--- src/rtl/xs3_pkg.sv ---
`default_nettype none
// +----------------------------------------------------------------------+
// | Module   : xs3_pkg                                                    |
// | Purpose  : Shared types and constants for the serial BCD-to-XS3 core  |
// | Revision : 1.0 - initial release                                      |
// +----------------------------------------------------------------------+
package xs3_pkg;

    typedef enum logic [1:0] {
        IDLE  = 2'd0,
        SHIFT = 2'd1,
        DONE  = 2'd2
    } xs3State_t;

    localparam logic [3:0] XS3_OFFSET   = 4'b0011;
    localparam int         DEFAULT_NDIG = 4;

endpackage : xs3_pkg
`default_nettype wire

--- src/rtl/xs3_bit_adder.sv ---
`default_nettype none
// +----------------------------------------------------------------------+
// | Module   : xs3_bit_adder                                              |
// | Purpose  : Combinational 1-bit full adder for the serial datapath     |
// | Revision : 1.0 - initial release                                      |
// +----------------------------------------------------------------------+
module xs3_bit_adder (
    input  logic a,
    input  logic b,
    input  logic cin,
    output logic sum,
    output logic cout
);

    assign sum  = a ^ b ^ cin;
    assign cout = (a & b) | (a & cin) | (b & cin);

endmodule : xs3_bit_adder
`default_nettype wire

--- src/rtl/bcd_to_excess3_serial.sv ---
`default_nettype none
// +----------------------------------------------------------------------+
// | Module   : bcd_to_excess3_serial                                      |
// | Purpose  : Bit-serial BCD to Excess-3 converter with valid/ready I/O  |
// | Revision : 1.0 - initial release                                      |
// +----------------------------------------------------------------------+
module bcd_to_excess3_serial
    import xs3_pkg::*;
#(
    parameter int NDIG = DEFAULT_NDIG
) (
    input  logic                clk,
    input  logic                rst,
    input  logic                in_valid,
    output logic                in_ready,
    input  logic [4*NDIG-1:0]   in_bcd,
    output logic                out_valid,
    input  logic                out_ready,
    output logic [4*NDIG-1:0]   out_xs3,
    output logic                out_err
);

    localparam int                c_width   = 4 * NDIG;
    localparam int                c_cntW    = $clog2(c_width);
    localparam logic [c_cntW-1:0] c_lastBit = c_cntW'(c_width - 1);

    xs3State_t           r_state;
    logic                r_inReady;
    logic                r_outValid;
    logic [c_width-1:0]  r_outXs3;
    logic                r_outErr;
    logic [c_width-1:0]  r_shift;
    logic [c_width-1:0]  r_result;
    logic [c_cntW-1:0]   r_cnt;
    logic                r_carry;
    logic                r_err;
    logic [1:0]          r_digit;

    logic [1:0]          w_pos;
    logic                w_bit;
    logic                w_addend;
    logic                w_sum;
    logic                w_cout;
    logic                w_digitBad;
    logic                w_errNext;

    assign w_pos    = r_cnt[1:0];
    assign w_bit    = r_shift[0];
    assign w_addend = XS3_OFFSET[w_pos];

    xs3_bit_adder u_adder (
        .a    (w_bit),
        .b    (w_addend),
        .cin  (r_carry),
        .sum  (w_sum),
        .cout (w_cout)
    );

    // r_digit holds bits 2 and 1 of the current digit once bit 3 is on the wire
    assign w_digitBad = (w_pos == 2'd3) & w_bit & (r_digit[1] | r_digit[0]);
    assign w_errNext  = r_err | w_digitBad;

    always_ff @(posedge clk) begin
        if (rst) begin
            r_state    <= IDLE;
            r_inReady  <= 1'b1;
            r_outValid <= 1'b0;
            r_outXs3   <= '0;
            r_outErr   <= 1'b0;
            r_shift    <= '0;
            r_result   <= '0;
            r_cnt      <= '0;
            r_carry    <= 1'b0;
            r_err      <= 1'b0;
            r_digit    <= '0;
        end else begin
            case (r_state)
                IDLE: begin
                    if (in_valid) begin
                        r_shift   <= in_bcd;
                        r_result  <= '0;
                        r_cnt     <= '0;
                        r_carry   <= 1'b0;
                        r_err     <= 1'b0;
                        r_digit   <= '0;
                        r_inReady <= 1'b0;
                        r_state   <= SHIFT;
                    end
                end
                SHIFT: begin
                    r_shift  <= r_shift >> 1;
                    r_result <= {w_sum, r_result[c_width-1:1]};
                    r_digit  <= {w_bit, r_digit[1]};
                    // Carry out of a digit's MSB is dropped to give the mod-16 wrap
                    r_carry  <= (w_pos == 2'd3) ? 1'b0 : w_cout;
                    r_err    <= w_errNext;
                    r_cnt    <= r_cnt + 1'b1;
                    if (r_cnt == c_lastBit) begin
                        r_cnt      <= '0;
                        r_outXs3   <= {w_sum, r_result[c_width-1:1]};
                        r_outErr   <= w_errNext;
                        r_outValid <= 1'b1;
                        r_state    <= DONE;
                    end
                end
                DONE: begin
                    if (out_ready) begin
                        r_outValid <= 1'b0;
                        r_outXs3   <= '0;
                        r_outErr   <= 1'b0;
                        r_inReady  <= 1'b1;
                        r_state    <= IDLE;
                    end
                end
                default: begin
                    r_state   <= IDLE;
                    r_inReady <= 1'b1;
                end
            endcase
        end
    end

    assign in_ready  = r_inReady;
    assign out_valid = r_outValid;
    assign out_xs3   = r_outXs3;
    assign out_err   = r_outErr;

endmodule : bcd_to_excess3_serial
`default_nettype wire

--- config.mk ---
export PLATFORM = sky130hd
export DESIGN_NAME = bcd_to_excess3_serial
export DESIGN_NICKNAME = d
export VERILOG_FILES = /design/src/rtl/xs3_pkg.sv /design/src/rtl/xs3_bit_adder.sv /design/src/rtl/bcd_to_excess3_serial.sv
export SDC_FILE = /design/constraint.sdc
export NUM_CORES = 1
export LEC_CHECK = 0
export ABC_AREA = 1
export CORE_MARGIN = 2
export CORE_UTILIZATION = 40
export CTS_CLUSTER_DIAMETER = 100
export DETAILED_ROUTE_END_ITERATION = 8
export DONT_BUFFER_PORTS = 1
export GPL_ROUTABILITY_DRIVEN = 0
export GPL_TIMING_DRIVEN = 0
export PLACE_DENSITY = 0.59
export SLEW_MARGIN = 40
export SYNTH_ARGS = -nofsm -noshare
export SYNTH_HDL_FRONTEND = slang
export SYNTH_HIERARCHICAL = 1
export SYNTH_SLANG_ARGS = --single-unit
--- constraint.sdc ---
create_clock -name clk -period 3.84 [get_ports clk]
set_input_delay 0.576 -clock clk [delete_from_list [all_inputs] [get_ports clk]]
set_output_delay 0.576 -clock clk [all_outputs]
set_load 0.02 [all_outputs]
Word level (Yosys, flattened, before mapping)
Index checks and enable logic that the tools add are counted.
Word-level totals
  register bits: 61
  input port bits: 20
  output and inout port bits: 19
  logic and storage cells: 68
Cells by class
  $add $sub $neg: 1
  order comparisons: 1
  equal/unequal tests: 7
  muxes and demuxes: 29
  bitwise logic cells: 12
  reductions and logical operators: 7
Operators with widths (number)
  $pmux W16 S2: 3
  $mux W16: 4
  $reduce_and A3 Y1: 3
  $mux W2: 4
  $mux W4: 2
  $pmux W1 S2: 4
  $pmux W4 S2: 1
  $mux W1: 7
  $ne A2 B2 Y1 const B: 3
  $pmux W2 S3: 1
  $and A1 B1 Y1: 5
  $add A4 B1 Y4 const B: 1
  $eq A2 B2 Y1 const B: 2
  $eq A4 B4 Y1 const B: 1
  $or A1 B1 Y1: 4
  $pmux W2 S2: 1
  $reduce_bool A2 Y1: 2
  $lt A2 B3 Y1 const B: 1
  $pmux W1 S3: 1
  $bmux W1 S2: 1
  $eq A2 B1 Y1 const B: 1
  $logic_not A2 Y1: 1
  $reduce_and A2 Y1: 1
  $xor A1 B1 Y1: 2
  $not A1 Y1: 1

Logic depth before layout (Yosys ltp)
  depth in word-level cells: 7
  mapped depth: 7
  mapped depth without buffers: 7

By module
The synthesis kept the hierarchy.
Modules (own cells, without submodules)
  bcd_to_excess3_serial: instances 1, cells an instance 286, area each 2269.7 µm², sequential area each 1201.2 µm²
  xs3_bit_adder: instances 1, cells an instance 1, area each 20.0 µm², sequential area each 0.0 µm²

Worst setup path before layout
No wires, ideal clock.
  kind: register to register
  start: register r_cnt[0]
  end: register r_outXs3[10] (netlist: out_xs3[10])
  setup time: 0.070 ns
  arrival time: 1.302 ns
  required time: 3.770 ns
  path slack: 2.468 ns
  stages on the path, launching flop included: 8
  buffers on the path: 1
  clock period less this slack: 1.372 ns
  cell sequence: dfxtp_1 ha_1 nand3_1 inv_1 nand2_1 clkbuf_1 nand3_1 a21oi_1
Between the ends
  word-level cells in the longest chain between the ends: 3
RTL lines
  from (decl): line bcd_to_excess3_serial.sv:34  | logic [c_cntW-1:0] r_cnt;
  from (signal assigned): line bcd_to_excess3_serial.sv:97  | r_cnt <= r_cnt + 1'b1;
  $eq A4 B4 Y1: line bcd_to_excess3_serial.sv:98  | if (r_cnt == c_lastBit) begin
  $ne A2 B2 Y1 (no source line)
  $reduce_and A3 Y1 (no source line)
  to (signal assigned): line bcd_to_excess3_serial.sv:100  | r_outXs3 <= {w_sum, r_result[c_width-1:1]};
  to (decl): line bcd_to_excess3_serial.sv:30  | logic [c_width-1:0] r_outXs3;
Every way passes these cells.
A chain may end at the register's enable or synchronous reset.

Worst setup path after layout
Ends and elaborated chain as after synthesis.

==> results.toml <==
[clock_tree]
clock_latency_ps = 330
root_buffer = "clkbuf_8"
postCtsSetupBuffers = 0
numCtsBuffers = 9
clkTransAtPathRegs_ps = 60
cts-resized-gates = 0
clk_path_buf_depth = 2
cts.sinks = 60
cts_tree = "done"
hold_buffers = 0
cts_max_level = 3

[critical_path]
crit_top_cell = "nand3_1"
end_kind = "flop"
cp_data_arrival_time_ps = 2010
crit_chain = "ha_1 -> nand3_1 -> inv_1 -> nand2_1 -> clkbuf_1 -> nand3_1 -> a21oi_1"
critPathLaunchType = "flop"
cp_slowest_cell = "clkbuf_1"
cp_max_fo = 10
critPathKind = "flop to flop"
required_ps = 4100
slowest_delay_ps = 440

[run_status]
status = "finished, final reports clean"

[timing]
hold_viol = 0
fmax_mhz = 571
skew_ps = 7.67
fin_crit_ps = 1750
slew_headroom = 0.632
fin_crit_sh = 0.456
worst_pin_slew_ps = 552
slew_violations = 0
rsz0062_at_grt = "false"
setup_viol = 0
final.setup.tns_ps = 0

[logic_synthesis]
synth_area_sq_mm = 0.00229
yosysMostFrequentCell = "nand2_1"
yosys.area.top_type = "dfxtp_1"
netlist_top_cells_count = "nand2_1 (68), dfxtp_1 (60), a21oi_1 (59), nand3_1 (20), o22ai_1 (15)"
synthFlopType = "dfxtp_1"
synth.distinct_cells = 20
synth_seq_cells = 60
synth_warnings = 6
synth_area_leaders = "dfxtp_1 (52%), a21oi_1 (13%), nand2_1 (11%)"
synth_edf_count = 0
synth_area_per_cell_sq_um = 7.98
syn_inst = 287
synth_nets = 309
async_flop_share = 0
synth.top_cell.area_share = 0.525
ys_seq_area_frac = 0.525

[routing]
drtIter0Drc = 104
firstDrtPassIters = 4
viasPerCell = 5.35
num_vias = 2000
drtAntennaViolNets = 0
drc = 0
wl_per_cell_microns = 14.0
routed_wl_microns = 5230

[grt]
antenna_found_initial = 0
grt_first_pass_wirelength_microns = 8960
grt_pass1_vias = 1896
grt_max_degree = 11
overflow = 0
grtUsageTotal = 0.185

[floorplanning]
coreArea_sq_mm = 0.00551
ios = 39
initial_core_util = 0.416
die_area_sq_mm = 0.00635
die_h_microns = 79.7
rows = 27
die_w_microns = 79.7

[pwr]
leakage_uw = 0.000897
ir_drop_mv = 0.217
p_per_area_mw_per_mm2 = 505

[flow_run]
cap_violations = 0

[cells_and_area]
final_core_util = 0.466
antenna_cells = 0
final_nets = 320
drive_above_1_share = 0.0993
area_delta_synth_final_pct = 12.0

[place]
numPortBuffers = 0
dp_hpwl_microns = 3490

[hold_path]
hold_class = "primary input to flop"
report_power, final:
part           internal (uW)  switching [uW]  total (uW)
Clock                    314             225         539
Sequential               645            15.6         660
Combinational           32.5            61.9        94.4
Total                    991             303        1290
placed cells by master, fill, tap and decap left out, drive strengths merged:
cell type,instances
o211ai,1
o21ai,18
nand3,20
nand2,71
nand4,2
nor2,9
o21a,1
o22ai,15
buf,10
bufinv,1
clkbuf,22
clkinv,1
ha,1
a21oi,59
inv,10
fa,1
dfxtp,60
sequential cells by signal, indices dropped and copies added, names as in the netlist:
register	count
out_xs3	16
r_shift	16
r_result	15
r_cnt	4
r_digit	2
r_state	2
in_ready	1
out_err	1
out_valid	1
r_carry	1
r_err	1
per-layer routing:
metal,wire (microns),vias to the layer above,global-route usage
met5,0,-,0
met4,105,0,0.0879
met3,332,11,0.0588
met2,2290,53,0.277
met1,2500,931,0.239
li1,-,1005,-
worst paths after layout:
path,startpoint,endpoint,slack [ps],depth (start not counted)
hold / removal,in_valid,r_state[0],410,2
setup reg to reg,r_cnt[0],out_xs3[10],2090,7
setup / recovery,r_cnt[0],out_xs3[10],2090,7
hold reg to reg,r_digit[0],r_digit[0],470,2
cell families (layout without fill, tap and decap cells):
family          after synthesis  count (layout)  share of synthesized area
compound gates               94              94                      0.216
fa+ha+maj                     2               2                     0.0142
buf+inv                      29              44                     0.0552
flops                        60              60                      0.525
simple gates                102             102                      0.190
per-stage QoR:
stage / area, sq um / hold slack [ps] / total power [uW] / setup slack (ps) / cells
floorplan: 2290 / 439 / 743 / 2470 / 287
global placement: 2380 / 448 / 766 / 2110 / 359
detailed placement: 2380 / 454 / 768 / 2080 / 359
CTS: 2560 / 395 / 1310 / 2070 / 374
global route: 2560 / 423 / 1350 / 1850 / 374
finish: 2560 / 408 / 1290 / 2090 / 374
critical path, delay by kind of cell, from the launching register on:
family | cells | cell delay (ps)
DFF | 1 | 360
buffers and inverters | 2 | 500
adders and majority gates | 1 | 280
AOI/OAI and AO/OA | 1 | 150
and+or+nand+nor | 3 | 400
layout make-up:
class	instances	area, sq um
Buffer	19	88.8
Tap cell	72	90.1
Multi-Input combinational cell	198	962
Clock buffer	13	149
Sequential cell	60	1200
Fill cell	560	2940
Inverter	10	37.5
Clock inverter	2	35.0
No activity file was read; power rests on OpenSTA's default activity.
